File: src/rtl/aska_spi_pkg.sv
`default_nettype none
// +----------------------------------------------------------------------+
// | aska_spi_pkg : frame geometry, FSM state encoding, helper functions  |
// | Revision     : 1.0                                                   |
// +----------------------------------------------------------------------+
package aska_spi_pkg;

    localparam int ADDR_W       = 8;
    localparam int DATA_W       = 32;
    localparam int FRAME_BITS   = 40;
    localparam int BYTE_BITS    = 8;
    localparam int HALF_PERIODS = 2 * FRAME_BITS;

    typedef enum logic [2:0] {
        IDLE  = 3'd0,
        SETUP = 3'd1,
        SHIFT = 3'd2,
        HOLD  = 3'd3,
        GAP   = 3'd4
    } state_t;

    function automatic int max_int(input int a, input int b);
        return (a > b) ? a : b;
    endfunction

endpackage
`default_nettype wire

File: src/rtl/aska_spi_ser.sv
`default_nettype none
// +----------------------------------------------------------------------+
// | aska_spi_ser : 40-bit frame shifter with half-bit timer (mode 0)     |
// | Revision     : 1.0                                                   |
// +----------------------------------------------------------------------+
module aska_spi_ser
    import aska_spi_pkg::*;
#(
    parameter int CLKS_PER_HALF_BIT = 4,
    parameter int CNT_W             = 3
) (
    input  logic                  clk,
    input  logic                  resetn,
    input  logic                  load,
    input  logic [FRAME_BITS-1:0] frame,
    input  logic                  run,
    input  logic                  stop,
    input  logic                  clr,
    output logic                  spi_clk,
    output logic                  spi_mosi,
    output logic                  last_edge
);

    localparam logic [CNT_W-1:0] c_half_last = CNT_W'(CLKS_PER_HALF_BIT - 1);
    localparam logic [6:0]       c_hp_last   = 7'(HALF_PERIODS - 1);

    logic [FRAME_BITS-1:0] r_sh;
    logic [CNT_W-1:0]      r_tmr;
    logic [6:0]            r_hp;
    logic                  r_clk;
    logic                  w_tick;
    logic                  w_byte_end;

    assign w_tick     = run && (r_tmr == c_half_last);
    // 16 half periods per byte: half period 16k-1 ends with a byte's last falling edge
    assign w_byte_end = (r_hp[3:0] == 4'hF);
    assign last_edge  = w_tick && r_hp[0] && ((r_hp == c_hp_last) || (stop && w_byte_end));

    always_ff @(posedge clk or negedge resetn) begin
        if (!resetn) begin
            r_sh  <= '0;
            r_tmr <= '0;
            r_hp  <= '0;
            r_clk <= 1'b0;
        end else if (load) begin
            r_sh  <= frame;
            r_tmr <= '0;
            r_hp  <= '0;
            r_clk <= 1'b0;
        end else if (clr) begin
            r_sh <= '0;
        end else if (run) begin
            if (w_tick) begin
                r_tmr <= '0;
                r_clk <= ~r_clk;
                if (!last_edge) begin
                    r_hp <= r_hp + 7'd1;
                    if (r_hp[0]) begin
                        r_sh <= {r_sh[FRAME_BITS-2:0], 1'b0};
                    end
                end
            end else begin
                r_tmr <= r_tmr + CNT_W'(1);
            end
        end
    end

    assign spi_clk  = r_clk;
    assign spi_mosi = r_sh[FRAME_BITS-1];

endmodule
`default_nettype wire

File: src/rtl/aska_spi_sched.sv
`default_nettype none
// +----------------------------------------------------------------------+
// | aska_spi_sched : two-requester round-robin SPI write master          |
// | Optional abort : define ASKA_SPI_SCHED_ABORT_EN                      |
// | Revision       : 1.0                                                 |
// +----------------------------------------------------------------------+
module aska_spi_sched
    import aska_spi_pkg::*;
#(
    parameter int CLKS_PER_HALF_BIT = 4,
    parameter int CS_SETUP_CLKS     = 4,
    parameter int CS_HOLD_CLKS      = 4,
    parameter int CS_IDLE_CLKS      = 20
) (
    input  logic              clk,
    input  logic              resetn,
`ifdef ASKA_SPI_SCHED_ABORT_EN
    input  logic              abort,
    output logic              done_err,
`endif
    input  logic              req0_valid,
    input  logic [ADDR_W-1:0] req0_addr,
    input  logic [DATA_W-1:0] req0_data,
    output logic              req0_ready,
    input  logic              req1_valid,
    input  logic [ADDR_W-1:0] req1_addr,
    input  logic [DATA_W-1:0] req1_data,
    output logic              req1_ready,
    output logic              busy,
    output logic              done,
    output logic              done_id,
    output logic              SPI_CS,
    output logic              SPI_Clk,
    output logic              SPI_MOSI
);

    localparam int c_max_dly = max_int(max_int(CLKS_PER_HALF_BIT, CS_SETUP_CLKS),
                                       max_int(CS_HOLD_CLKS, CS_IDLE_CLKS));
    localparam int c_cnt_w   = $clog2(c_max_dly);

    localparam logic [c_cnt_w-1:0] c_setup_last = c_cnt_w'(CS_SETUP_CLKS - 1);
    localparam logic [c_cnt_w-1:0] c_hold_last  = c_cnt_w'(CS_HOLD_CLKS - 1);
    localparam logic [c_cnt_w-1:0] c_idle_last  = c_cnt_w'(CS_IDLE_CLKS - 1);

    state_t               r_state;
    logic [c_cnt_w-1:0]   r_cnt;
    logic                 r_prio;
    logic                 r_id;
    logic                 r_cs;
    logic                 r_busy;
    logic                 r_done;
    logic                 r_done_id;
    logic                 r_rdy0;
    logic                 r_rdy1;

    logic                  w_any;
    logic                  w_sel;
    logic                  w_grant;
    logic                  w_last;
    logic                  w_hold_end;
    logic                  w_stop;
    logic [FRAME_BITS-1:0] w_frame;

    // r_prio names the requester that wins when both are valid
    assign w_any      = req0_valid || req1_valid;
    assign w_sel      = (req0_valid && req1_valid) ? r_prio : req1_valid;
    assign w_grant    = (r_state == IDLE) && w_any;
    assign w_frame    = w_sel ? {req1_addr, req1_data} : {req0_addr, req0_data};
    assign w_hold_end = (r_state == HOLD) && (r_cnt == c_hold_last);

    aska_spi_ser #(
        .CLKS_PER_HALF_BIT (CLKS_PER_HALF_BIT),
        .CNT_W             (c_cnt_w)
    ) u_ser (
        .clk       (clk),
        .resetn    (resetn),
        .load      (w_grant),
        .frame     (w_frame),
        .run       (r_state == SHIFT),
        .stop      (w_stop),
        .clr       (w_hold_end),
        .spi_clk   (SPI_Clk),
        .spi_mosi  (SPI_MOSI),
        .last_edge (w_last)
    );

    always_ff @(posedge clk or negedge resetn) begin
        if (!resetn) begin
            r_state   <= IDLE;
            r_cnt     <= '0;
            r_prio    <= 1'b0;
            r_id      <= 1'b0;
            r_cs      <= 1'b1;
            r_busy    <= 1'b0;
            r_done    <= 1'b0;
            r_done_id <= 1'b0;
            r_rdy0    <= 1'b0;
            r_rdy1    <= 1'b0;
        end else begin
            r_rdy0 <= 1'b0;
            r_rdy1 <= 1'b0;
            r_done <= 1'b0;
            case (r_state)
                IDLE: begin
                    if (w_any) begin
                        r_rdy0  <= ~w_sel;
                        r_rdy1  <= w_sel;
                        r_id    <= w_sel;
                        r_prio  <= ~w_sel;
                        r_cs    <= 1'b0;
                        r_busy  <= 1'b1;
                        r_cnt   <= '0;
                        r_state <= SETUP;
                    end
                end
                SETUP: begin
                    if (r_cnt == c_setup_last) begin
                        r_cnt   <= '0;
                        r_state <= SHIFT;
                    end else begin
                        r_cnt <= r_cnt + c_cnt_w'(1);
                    end
                end
                SHIFT: begin
                    if (w_last) begin
                        r_cnt   <= '0;
                        r_state <= HOLD;
                    end
                end
                HOLD: begin
                    if (w_hold_end) begin
                        r_cnt     <= '0;
                        r_cs      <= 1'b1;
                        r_done    <= 1'b1;
                        r_done_id <= r_id;
                        r_state   <= GAP;
                    end else begin
                        r_cnt <= r_cnt + c_cnt_w'(1);
                    end
                end
                GAP: begin
                    if (r_cnt == c_idle_last) begin
                        r_cnt   <= '0;
                        r_busy  <= 1'b0;
                        r_state <= IDLE;
                    end else begin
                        r_cnt <= r_cnt + c_cnt_w'(1);
                    end
                end
                default: r_state <= IDLE;
            endcase
        end
    end

`ifdef ASKA_SPI_SCHED_ABORT_EN
    logic r_abort;
    logic r_done_err;

    always_ff @(posedge clk or negedge resetn) begin
        if (!resetn) begin
            r_abort    <= 1'b0;
            r_done_err <= 1'b0;
        end else begin
            if (w_grant) begin
                r_abort <= 1'b0;
            end else if (abort && ((r_state == SETUP) || (r_state == SHIFT))) begin
                r_abort <= 1'b1;
            end
            r_done_err <= w_hold_end && r_abort;
        end
    end

    assign w_stop   = r_abort;
    assign done_err = r_done_err;
`else
    assign w_stop = 1'b0;
`endif

    assign req0_ready = r_rdy0;
    assign req1_ready = r_rdy1;
    assign busy       = r_busy;
    assign done       = r_done;
    assign done_id    = r_done_id;
    assign SPI_CS     = r_cs;

endmodule
`default_nettype wire

File: config.mk
export PLATFORM = sky130hd
export DESIGN_NAME = aska_spi_sched
export DESIGN_NICKNAME = d
export VERILOG_FILES = /design/src/rtl/aska_spi_pkg.sv /design/src/rtl/aska_spi_ser.sv /design/src/rtl/aska_spi_sched.sv
export SDC_FILE = /design/constraint.sdc
export NUM_CORES = 1
export LEC_CHECK = 0
export CAP_MARGIN = 20
export CORE_MARGIN = 1.5
export CORE_UTILIZATION = 40
export CTS_CLUSTER_DIAMETER = 60
export DETAILED_ROUTE_END_ITERATION = 12
export PLACE_DENSITY = 0.75
export SYNTH_ARGS = -nofsm -noshare
export SYNTH_HDL_FRONTEND = slang
export SYNTH_SLANG_ARGS = --single-unit
File: constraint.sdc
create_clock -name clk -period 3.2 [get_ports clk]
set_input_delay 0.32 -clock clk [delete_from_list [all_inputs] [get_ports clk]]
set_output_delay 0.32 -clock clk [all_outputs]
set_load 0.02 [all_outputs]
==> summary.md <==
| Metric | Value |
|---|---|
| Initial drt markers | `around 180` |
| Yosys top cell area share | `0.4816` |
| Post-Synth Simple-Gate Area | `0.1041` |
| Grt total ovfl | `0` |
| DRC Markers | `0` |
| Post-synthesis xor/xnor area fraction | `0.02231` |
| Worst setup SP type | `register` |
| Slew @ Worst Pin | `0.6268 ns` |
| Yosys warns | `0` |
| Die ar. | `between 9000 and 10,000 um2` |
| Share of cells above drive strength 1 | `0.1179` |
| Hpwl dp | `roughly 5.5 mm` |
| Fin. Hold Viols | `0` |
| Antenna Cells | `0` |
| Max-Cap Viols | `0` |
| RSZ-0062 raised after global routing | `no` |
| Initial Util | `0.4092` |
| Met1 Wirelength | `approximately 3.7 mm` |
| Syn-to-layout area delta | `32.65%` |
| Final Max Tran Viols | `0` |
| Fin cells | `slightly above 500` |
| Root buf cell | `clkbuf_8` |
| Cell accounting for the most synthesized area | `dfrtp_1` |
| VDD IR max | `about 0.26 mV` |
| Post-Syn Instances | `approximately 320` |
| Dpl cells | `roughly 500` |
| Nets | `489` |
| Multiplexer share of the synthesized area | `0.01523` |
| Met2 routed WL | `around 3.8 mm` |
| H-tree level count | `3` |
| First-pass GRT wire length | `~13 mm` |
| Die Span Y | `96.99 um` |
| Top post-synthesis cells by area | `dfrtp_1, a22oi_1, a2bb2oi_1` |
| Mapped cell area | `between 3000 and 4000 um2` |
| Crit share post-route | `0.6762` |
| Post-synth top flop | `dfrtp_1` |
| Largest net degree at the start of global routing | `43` |
| CTS max path bufs | `2` |
| Clk_lat worst skew | `between 0.3 and 0.4 ns` |
| Pleak | `approximately 1.9 nW` |
| Mean routed wirelength per cell | `15.58 um` |
| Crit path DAT | `~2.4 ns` |
| Critical path endpoint category | `register` |
| Worst setup path class | `reg -> reg` |
| Post-synthesis sequential area ratio | `0.4890` |
| Tmin final | `~2.2 ns` |
| CTS clk-pin slew, worst paths | `about 0.070 ns` |
| Initial DRT Pass Iterations | `5` |
| Hold buffer count at CTS | `1` |
| # IOs | `92` |
| Die X | `around 97 um` |
| Required @ worst endpoint | `~3.5 ns` |
| Post-synth EDFFs | `0` |
| Via/cell ratio | `about 5.6` |
| Number of I/O port buffers | `91` |
| Syn_area_per_cell | `around 11 um2` |
| Most frequent cells in the layout | `clkdlybuf4s50_1, dfrtp_1, a22oi_1, o21ai_0, a2bb2oi_1` |
| CP max FO | `42` |
| Routed vias | `2,908` |
| Num CTS Buffers | `9` |
| # clock sinks | `69` |
| Top routing layer used | `met4` |
| Pwr dens | `774.2 nW/um2` |
| Post-CTS sizing | `0` |
| Postcts setup bufs | `0` |
| Post-synth ARST share | `1.000` |
| Met3 routed WL | `between 400 and 500 um` |
| WL final | `around 8 mm` |
| Final GP Congestion | `just over 0.8` |
| # setup viols final | `0` |
| Post-DRT Antenna Nets | `0` |
| Most common cell after layout, fill and taps aside | `clkdlybuf4s50_1` |
| CTS tree | `yes` |
| Fmax | `~0.46 GHz` |
| Final setup TNS | `0 ns` |
| Syn_nets | `roughly 410` |
| Vias in the first global route | `approximately 2,800` |
| Outcome | `completed` |
| Largest family of logic cells by synthesized area | `compound AO/OA/AOI/OAI gates` |
| Hold Path Class | `reg -> reg` |
| Tot GR Track Use | `0.1725` |
| # rows | `34` |
| Synth Area in Compound Gates | `0.3219` |
| Netlist cell types | `50` |
| Post-synthesis adder-cell area fraction | `0.01062` |
| Slew margin rel. | `0.5789` |
| Max Clock Skew | `0.007541 ns` |
| Seq cells post-synth | `69` |
| Initial antenna violation count | `0` |
| Core Area | `8636 um2` |
## layout make-up
class | instances | area [um2]
fill | 759 | 3949
sequential | 69 | 1728
multi-input combinational | 223 | 1683
timing repair buffer | 99 | 968.4
clock buffer | 14 | 162.7
tap | 108 | 135.1
clock inverter | 2 | 10.01
## layer usage
layer / vias to the layer above / global-route usage
met5: - / 0
met4: 0 / 0.06020
met3: 9 / 0.04913
met2: 76 / 0.2792
met1: 1417 / 0.2216
li1: 1406 / -
## cells in the mapped netlist (2+ instances only)
cell       instances
a22o_1             3
o2111ai_1          2
o31ai_1            2
a21oi_1            4
o21ai_0           41
a32oi_1            2
dfrtp_1           68
mux2_2             3
a21o_1             3
buf_2             14
ha_1               3
mux2i_1            2
a32o_1             2
xnor2_1            5
clkbuf_1          10
a22oi_1           41
nor3_1             2
or4_1              2
and3_1             4
nand2_1           11
xor2_1             4
a2bb2oi_1         29
nor2_1            18
a2bb2oi_2         10
nand3_1            6
nand4bb_1          2
buf_6              2
## path summary, 6_finish.rpt
| kind | from | end | slack, ns | cells after the start |
|---|---|---|---|---|
| worst max-delay path | r_state[2] | u_ser.r_sh[8] | 1.04 | 5 |
| worst min-delay path | u_ser.r_sh[0] | u_ser.r_sh[0] | 0.48 | 2 |
| worst max register to register | r_state[2] | u_ser.r_sh[8] | 1.04 | 5 |
| worst min register to register | u_ser.r_sh[0] | u_ser.r_sh[0] | 0.48 | 2 |
| max in group asynchronous | resetn | u_ser.r_sh[38] | 2.27 | 3 |
| min in group asynchronous | resetn | u_ser.r_sh[10] | 0.53 | 3 |
## sequential cells by signal (all words and copies together), names as in the netlist
signal / flops
u_ser.spi_clk: 1
u_ser.r_hp: 7
u_ser.r_tmr: 5
done_id: 1
req1_ready: 1
r_cnt: 5
r_prio: 1
busy: 1
req0_ready: 1
u_ser.r_sh: 40
done: 1
SPI_CS: 1
r_state: 3
r_id: 1
## cells by family (layout without fill, tap and decap cells)
logic type,count (synthesis),count (layout)
AO/OA/AOI/OAI,145,145
XOR/XNOR,9,9
adder cells (fa/ha/maj),3,3
buffers and inverters,26,115
flip-flops,69,69
multiplexers,5,5
AND/OR/NAND/NOR,61,61
## per-stage QoR
stage	utilization	hold WS, ns	power (W)	instance area, um2	setup slack, ns
after global routing	0.5427	0.5080	0.003864	4687	0.7600
after detailed placement	0.5216	0.3659	0.003021	4504	1.038
after global placement	0.5216	0.3615	0.002951	4504	1.127
after floorplan	-	0.02441	0.002608	3533	1.356
after CTS	0.5427	0.4883	0.003661	4687	1.017
final	0.5427	0.4839	0.003629	4687	1.036
## power by group
group | switching, W | internal, W | total (W)
clock network | 0.000310 | 0.000322 | 0.000633
registers | 0.000266 | 0.00125 | 0.00152
logic | 0.000680 | 0.000795 | 0.00148
## critical path, cell delays in order, from the launching register on
cell and delay (ns):
dfrtp_1 0.52, nor3_1 0.54, and3_1 0.26, buf_4 0.39, a22oi_1 0.18, a2bb2oi_1 0.19
Note: power is estimated with default switching activity, not from simulation.
